File: src/rtl/claa_pkg.sv
// Shared constants for the 4-bit carry-lookahead adder slice.
package claa_pkg;

  localparam int CLA_WIDTH = 4;

  // Cleared output word: carry-out in the top bit, sum below it.
  function automatic logic [CLA_WIDTH:0] reset_result();
    return '0;
  endfunction

endpackage

File: src/rtl/cla_logic4.sv
// Purely combinational 4-bit carry-lookahead core: every carry is a flat
// sum of products over generate/propagate terms, so no carry waits on another.
module cla_logic4
  import claa_pkg::*;
(
  input  logic [CLA_WIDTH-1:0] a,
  input  logic [CLA_WIDTH-1:0] b,
  input  logic                 cin,
  output logic [CLA_WIDTH-1:0] sum,
  output logic                 cout
);

  logic [CLA_WIDTH-1:0] g;
  logic [CLA_WIDTH-1:0] p;
  logic [CLA_WIDTH:0]   c;

  assign g = a & b;
  assign p = a ^ b;

  assign c[0] = cin;
  assign c[1] = g[0] | (p[0] & c[0]);
  assign c[2] = g[1] | (p[1] & g[0]) | (p[1] & p[0] & c[0]);
  assign c[3] = g[2] | (p[2] & g[1]) | (p[2] & p[1] & g[0])
              | (p[2] & p[1] & p[0] & c[0]);
  assign c[4] = g[3] | (p[3] & g[2]) | (p[3] & p[2] & g[1])
              | (p[3] & p[2] & p[1] & g[0])
              | (p[3] & p[2] & p[1] & p[0] & c[0]);

  assign sum  = p ^ c[CLA_WIDTH-1:0];
  assign cout = c[CLA_WIDTH];

endmodule

File: src/rtl/claa_adder4.sv
// 4-bit carry-lookahead adder with scalar bit ports and a one-cycle
// output register; reset clears the registered sum and carry.
module claa_adder4
  import claa_pkg::*;
(
  input  logic clk,
  input  logic rst,
  input  logic A0,
  input  logic A1,
  input  logic A2,
  input  logic A3,
  input  logic B0,
  input  logic B1,
  input  logic B2,
  input  logic B3,
  input  logic Cin,
  output logic S0,
  output logic S1,
  output logic S2,
  output logic S3,
  output logic Cout
);

  logic [CLA_WIDTH-1:0] a;
  logic [CLA_WIDTH-1:0] b;
  logic [CLA_WIDTH-1:0] sum;
  logic                 cout;
  logic [CLA_WIDTH:0]   result_q;

  assign a = {A3, A2, A1, A0};
  assign b = {B3, B2, B1, B0};

  cla_logic4 u_cla_logic4 (
    .a    (a),
    .b    (b),
    .cin  (Cin),
    .sum  (sum),
    .cout (cout)
  );

  // Reset wins over a same-edge add; otherwise capture one result per cycle.
  always_ff @(posedge clk) begin
    if (rst) begin
      result_q <= reset_result();
    end else begin
      result_q <= {cout, sum};
    end
  end

  assign S0   = result_q[0];
  assign S1   = result_q[1];
  assign S2   = result_q[2];
  assign S3   = result_q[3];
  assign Cout = result_q[4];

endmodule

File: config.mk
export PLATFORM = sky130hd
export DESIGN_NAME = claa_adder4
export DESIGN_NICKNAME = d
export VERILOG_FILES = /design/src/rtl/claa_pkg.sv /design/src/rtl/cla_logic4.sv /design/src/rtl/claa_adder4.sv
export SDC_FILE = /design/constraint.sdc
export NUM_CORES = 1
export LEC_CHECK = 0
export BUFFER_PORTS_ARGS = -buffer_cell sky130_fd_sc_hd__buf_4
export CORE_AREA = 2 2 39 41
export CTS_CLUSTER_SIZE = 20
export DETAILED_ROUTE_END_ITERATION = 6
export DIE_AREA = 0 0 41 43
export GPL_ROUTABILITY_DRIVEN = 1
export PLACE_DENSITY = 0.42
export SLEW_MARGIN = 20
export SYNTH_ARGS = -nofsm -noshare
export SYNTH_HDL_FRONTEND = slang
export SYNTH_SLANG_ARGS = --single-unit
File: constraint.sdc
create_clock -name clk -period 2.3 [get_ports clk]
set_input_delay 0.345 -clock clk [delete_from_list [all_inputs] [get_ports clk]]
set_output_delay 0.345 -clock clk [all_outputs]
set_load 0.01 [all_outputs]
==> run_results.csv, run 1 <==
group,metric,value,unit
setup_path,crit_type,"primary input to flop",
setup_path,critPathLaunchType,"primary input",
status,status,"finished, final reports clean",
cells_and_area,final_cell_mix,"buf_4 (15), dfxtp_1 (5), inv_1 (4), ha_1 (4), clkbuf_4 (3)",
cells_and_area,final_util,0.317,
sta,tightest_slew,218,ps
yosys,syn_avg_cell_area,10.4,um^2
global_route,grt_usage,0.0714,
floorplanning,io_pins,16,
route,first_pass_iters,1,
clock_network,cts.path.max_buffers,2,
cells_and_area,largest_reg_flops,5,
setup_path,cp_top_family,"compound AO/OA/AOI/OAI gates",
route,vias,251,
route,ant_nets,0,
cells_and_area,antenna_cells,0,
floorplanning,start_util,0.203,
floorplanning,die_area,1760,um^2
setup_path,crit_buf_inv,1,
floorplanning,fp-row-count,14,
place,dp_hpwl,484,um
global_route,grt_pass1_wl,772,um
clock_network,postCtsHoldBufs,0,
clock_network,clock-sinks,5,
setup_path,crit_path_max_incr_delay,300,ps
yosys,synth_top_cell_area_share,0.357,
sta,finalCriticalPeriod,1240,ps
sta,finalHoldViolations,0,
clock_network,post_cts_buffers,0,
sta,period_share,0.538,
clock_network,root_buffer,"clkbuf_4",
clock_network,cts-resized-gates,0,
global_route,gr-total-overflow,0,
route,drc,0,
place,globalplace.congestion,0.646,
power,power_density,604,nW/um^2
floorplanning,coreArea,1380,um^2
yosys,syn_inst,27,
sta,clock.fmax,809,MHz
yosys,synth.distinct_cells,15,
cells_and_area,mostFrequentLayoutCell,"buf_4",
setup_path,crit_required,2460,ps
global_route,grt_max_degree,7,
floorplanning,die_x,41,um
place,place_ws,813,ps
yosys,synth_warnings,0,
clock_network,numCtsBuffers,3,
yosys,synth_area,280,um^2
yosys,yosys.area.top_type,"dfxtp_1",
cells_and_area,fin_nets,63,
cells_and_area,top_regs,"result_q: 5 flops",
clock_network,cts-htree-levels,1,
route,avgRoutedWirePerCell,8.37,um
place,io_buffers,15,
route,via_per_inst,4.05,
sta,slew_headroom,0.854,
setup_path,crit_slowest_cell,"ha_1",
cells_and_area,synthToLayoutAreaGrowth,56.7,%
sta,setup_slack,1060,ps
sta,setup_viol,0,
route,drt-initial-drc-count,0,
sta,slew_viol_final,0,
floorplanning,die_h,43,um
clock_network,clk_pin_slew,40,ps
setup_path,cp_max_fo,2,
yosys,syn_nets,43,
setup_path,arrival,1400,ps
cells_and_area,top_register,"result_q",
clock_network,tritoncts,"yes",
cells_and_area,fill_cells,155,
sta,finalSetupTns,0,ps
yosys,yosys-top-cells-area,"dfxtp_1 (36%), ha_1 (18%), fa_1 (7.1%), a211oi_1 (5.4%), inv_1 (5.4%)",
power,vdd_drop_max,0.000142,V
flow_run,cap_violations,0,
power,cellLeakagePower,0.228,nW
setup_path,path_cells,"buf_4, ha_1, a211o_1, a21oi_2, mux2i_1",
power,finalPower,0.265,mW
setup_path,cp-end-kind,"flop",
sta,rsz0062_at_grt,"false",
cells_and_area,drive_above_1_share,0.478,
global_route,grt_pass1_vias,225,
yosys,synth_seq_cells,5,
global_route,antenna_found_initial,0,
route,wl,519,um
yosys,ys_seq_area_frac,0.357,
worst_hold_path,hold_path_class,"primary input to flop",
-- layout make-up --
cell class              instances  area (um^2)  share of cell area
well taps                      16         20.0              0.0456
inverters                       4         15.0              0.0342
multi-input cells              18          165               0.376
clock buffers                   4         26.3              0.0598
flip-flops and latches          5          100               0.228
repair buffers                 15          113               0.256
-- final timing paths --
path | start | end | slack (ps) | depth (start not counted)
setup / recovery | A0 | result_q[3]$_SDFF_PP0_ | 1060 | 5
hold / removal | rst | result_q[0]$_SDFF_PP0_ | 310 | 2
-- layer usage --
layer / share of wire / vias to the layer above / GRT usage
met5: 0 / - / 0
met4: 0.017 / 0 / 0.100
met3: 0.13 / 2 / 0.0157
met2: 0.47 / 13 / 0.103
met1: 0.38 / 102 / 0.0647
li1: - / 134 / -
-- cell families (layout without fill, tap and decap cells) --
group	Yosys count	count (layout)	share of synthesized area
simple gates	4	4	0.0715
mux	1	1	0.0357
xor+xnor	1	1	0.0313
compound gates	7	7	0.201
flops	5	5	0.357
fa+ha+maj	5	5	0.250
buf+inv	4	23	0.0536
-- cells in the mapped netlist --
master,count
nor2_1,2
o22ai_1,1
dfxtp_1,5
a211oi_1,2
or2_2,1
mux2i_1,1
a21o_2,1
nand2b_1,1
a211o_1,1
a21oi_2,1
inv_1,4
o21a_2,1
ha_1,4
xor2_1,1
fa_1,1
-- power by group --
part	leakage, nW	internal (mW)	switching (mW)
Sequential	0.0417	0.0969	0.00229
Clock	0.0150	0.0652	0.0292
Combinational	0.171	0.0412	0.0304
Total	0.228	0.203	0.0619
-- through the flow --
stage | cells | hold slack (ps) | cell area, um^2
after floorplan | 27 | 412 | 280
after global placement | 58 | 552 | 413
after detailed placement | 58 | 550 | 413
after CTS | 62 | 301 | 439
after global routing | 62 | 315 | 439
final | 62 | 306 | 439
Note: power is estimated with default switching activity, not from simulation.
==> inputs of run 2 (changes only) <==
Settings changed: ABC_AREA set to 1, PLACE_DENSITY 0.42 to 0.43.
Clock period 2.3 ns to 1.3 ns, I/O delays scaled along.
==> run 2 against run 1 <==
Non-clock buffer count did not move; design area rose by 2.6%; core utilization rose by 0.81 points; via count rose by 14%; clock-buffer cell count did not move; critical path depth rose by 2; die area did not move; combinational power rose by 77%; setup slack got worse by 740 ps; first-iteration DRC count rose by 2; power rose by 80%; sequential share of layout area fell by 0.57 points.
==> run_results.csv, run 2 <==
group,metric,value,unit
floorplanning,io_pins,16,
global_route,antenna_found_initial,0,
setup_path,crit_type,"primary input to flop",
clock_network,tritoncts,"yes",
setup_path,cp_max_fo,4,
global_route,gr-total-overflow,0,
power,pwr-share-clk,0.367,
clock_network,cts.path.max_buffers,2,
global_route,grt_usage,0.0772,
cells_and_area,drive_above_1_share,0.321,
yosys,syn_inst,37,
power,switching_power,0.122,mW
cells_and_area,final-seq-area,100,um^2
worst_hold_path,whs_path_depth,2,
yosys,synth-edff-count,0,
power,cellLeakagePower,0.243,nW
yosys,async_flop_share,0,
sta,clock.fmax,1020,MHz
route,drc,0,
clock_network,cts-htree-levels,1,
sta,slew_viol_final,0,
clock_network,clk_pin_slew,40,ps
cells_and_area,largest_reg_flops,5,
place,dp_hpwl,479,um
power,sw_frac_of_total,0.256,
route,avgRoutedWirePerCell,7.68,um
sta,tightest_slew,132,ps
yosys,syn_avg_cell_area,7.88,um^2
clock_network,cts-resized-gates,0,
floorplanning,die_h,43,um
yosys,synth.distinct_cells,13,
cells_and_area,antenna_cells,0,
place,globalplace.congestion,0.680,
power,p_seq_frac,0.367,
cells_and_area,top_regs,"result_q: 5 flops",
power,p_int,0.355,mW
global_route,grt_pass1_vias,241,
place,placed_cells,68,
power,combPwrFrac,0.266,
clock_network,root_buffer,"clkbuf_4",
cells_and_area,layoutNonFillerInstCount,72,
route,wl,553,um
floorplanning,coreArea,1380,um^2
clock_network,numCtsBuffers,3,
cells_and_area,final_cell_mix,"buf_4 (15), nor2_1 (7), nand2_1 (6)",
cells_and_area,top_register,"result_q",
yosys,synthTopCellsByCount,"nor2_1 (7), nand2_1 (6), dfxtp_1 (5), inv_1 (5), ha_1 (4)",
clock_network,clock-sinks,5,
yosys,synth_area,292,um^2
sta,finalSetupTns,0,ps
sta,finalHoldViolations,0,
cells_and_area,fill_cells,156,
global_route,grt_max_degree,5,
setup_path,critPathLaunchType,"primary input",
yosys,syn_nets,53,
floorplanning,die_area,1760,um^2
yosys,synth_warnings,0,
power,finalPower,0.477,mW
cells_and_area,multiInputGateArea,173,um^2
route,vias,287,
setup_path,crit_required,1430,ps
setup_path,crit_path_max_incr_delay,330,ps
setup_path,path_cells,"buf_4, ha_1, or2_0, nand2_1, nand3_1, nand2_1, nor2_1",
flow_run,cap_violations,0,
setup_path,crit_slowest_cell,"ha_1",
yosys,synth.most_common_cell,"nor2_1",
sta,setup_viol,0,
route,via_per_inst,3.99,
route,drt-initial-drc-count,2,
clock_network,post_cts_buffers,0,
setup_path,arrival,1110,ps
yosys,synth_top_cell_area_share,0.343,
place,io_buffers,15,
sta,slew_headroom,0.911,
floorplanning,die_x,41,um
yosys,yosys-top-cells-area,"dfxtp_1 (34%), ha_1 (17%), nor2_1 (9.0%), nand2_1 (7.7%), fa_1 (6.9%)",
setup_path,crit_top_cell,"nand2_1",
sta,rsz0062_at_grt,"false",
power,power_density,1060,nW/um^2
floorplanning,fp-row-count,14,
cells_and_area,final_util,0.325,
worst_hold_path,hold_path_class,"primary input to flop",
setup_path,cp-end-kind,"flop",
yosys,synth_ff_type,"dfxtp_1",
clock_network,postCtsHoldBufs,0,
route,first_pass_iters,2,
cells_and_area,fin_nets,73,
cells_and_area,mostFrequentLayoutCell,"buf_4",
floorplanning,start_util,0.211,
yosys,synth_seq_cells,5,
yosys,ys_seq_area_frac,0.343,
sta,period_share,0.754,
status,status,"finished, final reports clean",
global_route,grt_pass1_wl,862,um
sta,finalCriticalPeriod,980,ps
route,ant_nets,0,
cells_and_area,synthToLayoutAreaGrowth,54.5,%
power,vdd_drop_max,0.000214,V
yosys,yosys.area.top_type,"dfxtp_1",
-- run 2: final cells by class --
class / instances / share of cell area
Inverter: 5 / 0.0417
Tap cell: 16 / 0.0444
Multi-Input combinational cell: 27 / 0.383
Sequential cell: 5 / 0.222
Timing Repair Buffer: 15 / 0.250
Clock buffer: 4 / 0.0583
-- run 2: stage by stage --
step / hold slack [ps] / worst slack [ps] / area (um^2)
finish: 124 / 320 / 450
global route: 121 / 280 / 450
CTS: 115 / 334 / 450
detailed placement: 370 / 83.3 / 424
global placement: 376 / 77.6 / 424
floorplan: 262 / 251 / 292
-- run 2: cells by family after synthesis --
family,share of synthesized area
AOI/OAI and AO/OA,0.0515
xor gates and xnor gates,0.0300
adders and majority gates,0.240
buffers and inverters,0.0644
DFF,0.343
and+or+nand+nor,0.270
-- run 2: path summary, 6_finish.rpt --
check	startpoint	end	slack [ps]
worst max-delay path	A2	result_q[3]$_SDFF_PP0_	320
worst min-delay path	rst	result_q[0]$_SDFF_PP0_	120
-- run 2: worst max-delay path, delay by kind of cell --
kind	cells	cell delay, ps
AND/OR/NAND/NOR	5	490
adder cells (fa/ha/maj)	1	330
buffers and inverters	1	110
-- run 2: power by group through the flow --
stage	clock (mW)	sequential [mW]	combinational [mW]
finish	0.175	0.175	0.127
floorplan	0	0.187	0.0587
detailed placement	0	0.178	0.129
CTS	0.186	0.175	0.130
global route	0.192	0.176	0.145
global placement	0	0.177	0.129
-- run 2: per-layer routing --
| layer | vias to the layer above | wire length [um] | track usage |
|---|---|---|---|
| li1 | 155 | - | - |
| met1 | 121 | 227 | 0.0897 |
| met2 | 11 | 260 | 0.0938 |
| met3 | 0 | 65 | 0.0209 |
| met4 | 0 | 0 | 0.100 |
| met5 | - | 0 | 0 |
==> inputs of run 3 (changes only) <==
Settings changed: ABC_AREA 1 to 0, PLACE_DENSITY 0.43 to 0.44.
Clock period 1.3 ns to 0.81 ns, I/O delays scaled along.
==> run 3 against run 2 <==
Critical path depth fell by 2; the flow now finishes with violations (negative setup slack); setup slack worse by 450 ps; clock power grew 63%; highest routed layer is now met4; non-clock buffer count up 5; cell count shrank 6.9%; first-iteration DRC count is 100% lower; via count fell by 1.7%; combinational power grew 120%.
==> run_results.csv, run 3 (synthesized netlist as in run 1, its figures left out) <==
group,metric,value,unit
route,first_pass_iters,1,
power,sw_frac_of_total,0.264,
clock_network,clk_pin_slew,50,ps
route,drt-initial-drc-count,0,
floorplanning,die_h,43,um
cells_and_area,final_cell_mix,"buf_4 (15), buf_6 (4), dfxtp_1 (4)",
power,power_density,1550,nW/um^2
setup_path,crit_buf_inv,1,
sta,finalHoldViolations,0,
cells_and_area,fin_nets,68,
route,drc,0,
power,switching_power,0.224,mW
cells_and_area,top_regs,"result_q: 5 flops",
clock_network,clock-sinks,5,
floorplanning,die_x,41,um
floorplanning,die_area,1760,um^2
clock_network,cts.path.max_buffers,2,
cells_and_area,top_register,"result_q",
floorplanning,start_util,0.203,
sta,period_share,1.16,
place,globalplace.congestion,0.726,
cells_and_area,drive_above_1_share,0.706,
setup_path,crit_path_max_incr_delay,290,ps
power,combPwrFrac,0.327,
setup_path,crit_required,980,ps
cells_and_area,synthToLayoutAreaGrowth,95.1,%
global_route,use_met3,0.0209,
sta,rsz0062_at_grt,"true",
cells_and_area,mostFrequentLayoutCell,"buf_4",
floorplanning,coreArea,1380,um^2
global_route,antenna_found_initial,0,
status,violations,"negative setup slack",
global_route,grt_pass1_vias,306,
floorplanning,io_pins,16,
flow_run,cap_violations,0,
global_route,met1_usage,0.0737,
setup_path,cp-end-kind,"flop",
sta,setup_viol,3,
clock_network,numCtsBuffers,3,
clock_network,root_buffer,"clkbuf_4",
setup_path,cp_max_fo,2,
sta,tightest_slew,181,ps
power,p_int,0.624,mW
sta,slew_headroom,0.879,
global_route,grt_max_degree,7,
sta,setup_slack,-126,ps
global_route,grt.busiest_layer,"met2",
clock_network,cts-htree-levels,1,
route,ant_nets,0,
sta,finalCriticalPeriod,936,ps
setup_path,path_cells,"buf_8, ha_4, a211o_1, a21oi_2, mux2i_1",
cells_and_area,largest_reg_flops,5,
power,vdd_drop_max,0.000378,V
setup_path,arrival,1110,ps
sta,slew_viol_final,0,
place,io_buffers,15,
sta,clock.fmax,1070,MHz
global_route,gr-total-overflow,0,
setup_path,crit_slowest_cell,"a211o_1",
sta,finalSetupTns,-289,ps
global_route,grt_usage,0.0893,
cells_and_area,antenna_cells,0,
power,pwr-share-clk,0.337,
global_route,grtUsageMet2,0.147,
setup_path,crit_type,"primary input to flop",
route,wl,609,um
global_route,grt_pass1_wl,1010,um
route,via_per_inst,4.21,
sta,hold_ws,78.9,ps
power,p_seq_frac,0.335,
setup_path,cp_top_family,"compound AO/OA/AOI/OAI gates",
route,vias,282,
route,avgRoutedWirePerCell,9.09,um
power,cellLeakagePower,0.263,nW
floorplanning,fp-row-count,14,
status,status,"complete, but fails checks",
clock_network,tritoncts,"yes",
worst_hold_path,hold_path_class,"primary input to flop",
setup_path,critPathLaunchType,"primary input",
-- run 3: cell count changes in the layout (fill, tap and decap cells not counted), sizes merged, moves of 2 or more --
cell,change
a211oi,+2
buf,+5
nand2,-6
nand3,-2
nor2,-5
-- run 3: final timing paths --
path / startpoint / endpoint / slack, ps / cells after the start
setup / recovery: B0 / result_q[3]$_SDFF_PP0_ / -130 / 5
hold / removal: rst / result_q[0]$_SDFF_PP0_ / 80 / 2
-- run 3: stage by stage --
| step | cell area, um^2 | util | power [mW] | std cells | worst slack, ps |
|---|---|---|---|---|---|
| 5_1_grt | 547 | 0.395 | 0.911 | 67 | -199 |
| 4_1_cts | 518 | 0.374 | 0.840 | 66 | -121 |
| 3_3_place_gp | 483 | 0.349 | 0.536 | 62 | -417 |
| 6_report | 547 | 0.395 | 0.849 | 67 | -126 |
| 2_1_floorplan | 320 | - | 0.411 | 27 | -241 |
| 3_5_place_dp | 483 | 0.349 | 0.543 | 62 | -452 |
-- run 3: power groups by stage --
stage          logic, mW  clock network, mW  registers, mW
3_5_place_dp       0.256                  0          0.286
3_3_place_gp       0.250                  0          0.286
5_1_grt            0.310              0.313          0.288
2_1_floorplan      0.110                  0          0.301
6_report           0.278              0.286          0.284
4_1_cts            0.261              0.298          0.281
-- run 3: cell type report --
cell class | instances | area (um^2)
fillers | 149 | 837
multi-input cells | 18 | 203
repair buffers | 20 | 173
inverters | 4 | 22.5
clock inverters | 1 | 5.00
clock buffers | 3 | 22.5
flip-flops and latches | 5 | 101
well taps | 16 | 20.0
-- run 3: layer usage --
layer	wire [um]	vias to the layer above
met5	0	-
met4	9	0
met3	47	2
met2	334	10
met1	218	128
li1	-	142
-- run 3: timing repair --
action                     4_1_cts  5_1_grt
hold buffers                     0        0
setup endpoints to repair        3        8
pin swaps                        3        2
resized for setup                2        6
buffers inserted                 0        1
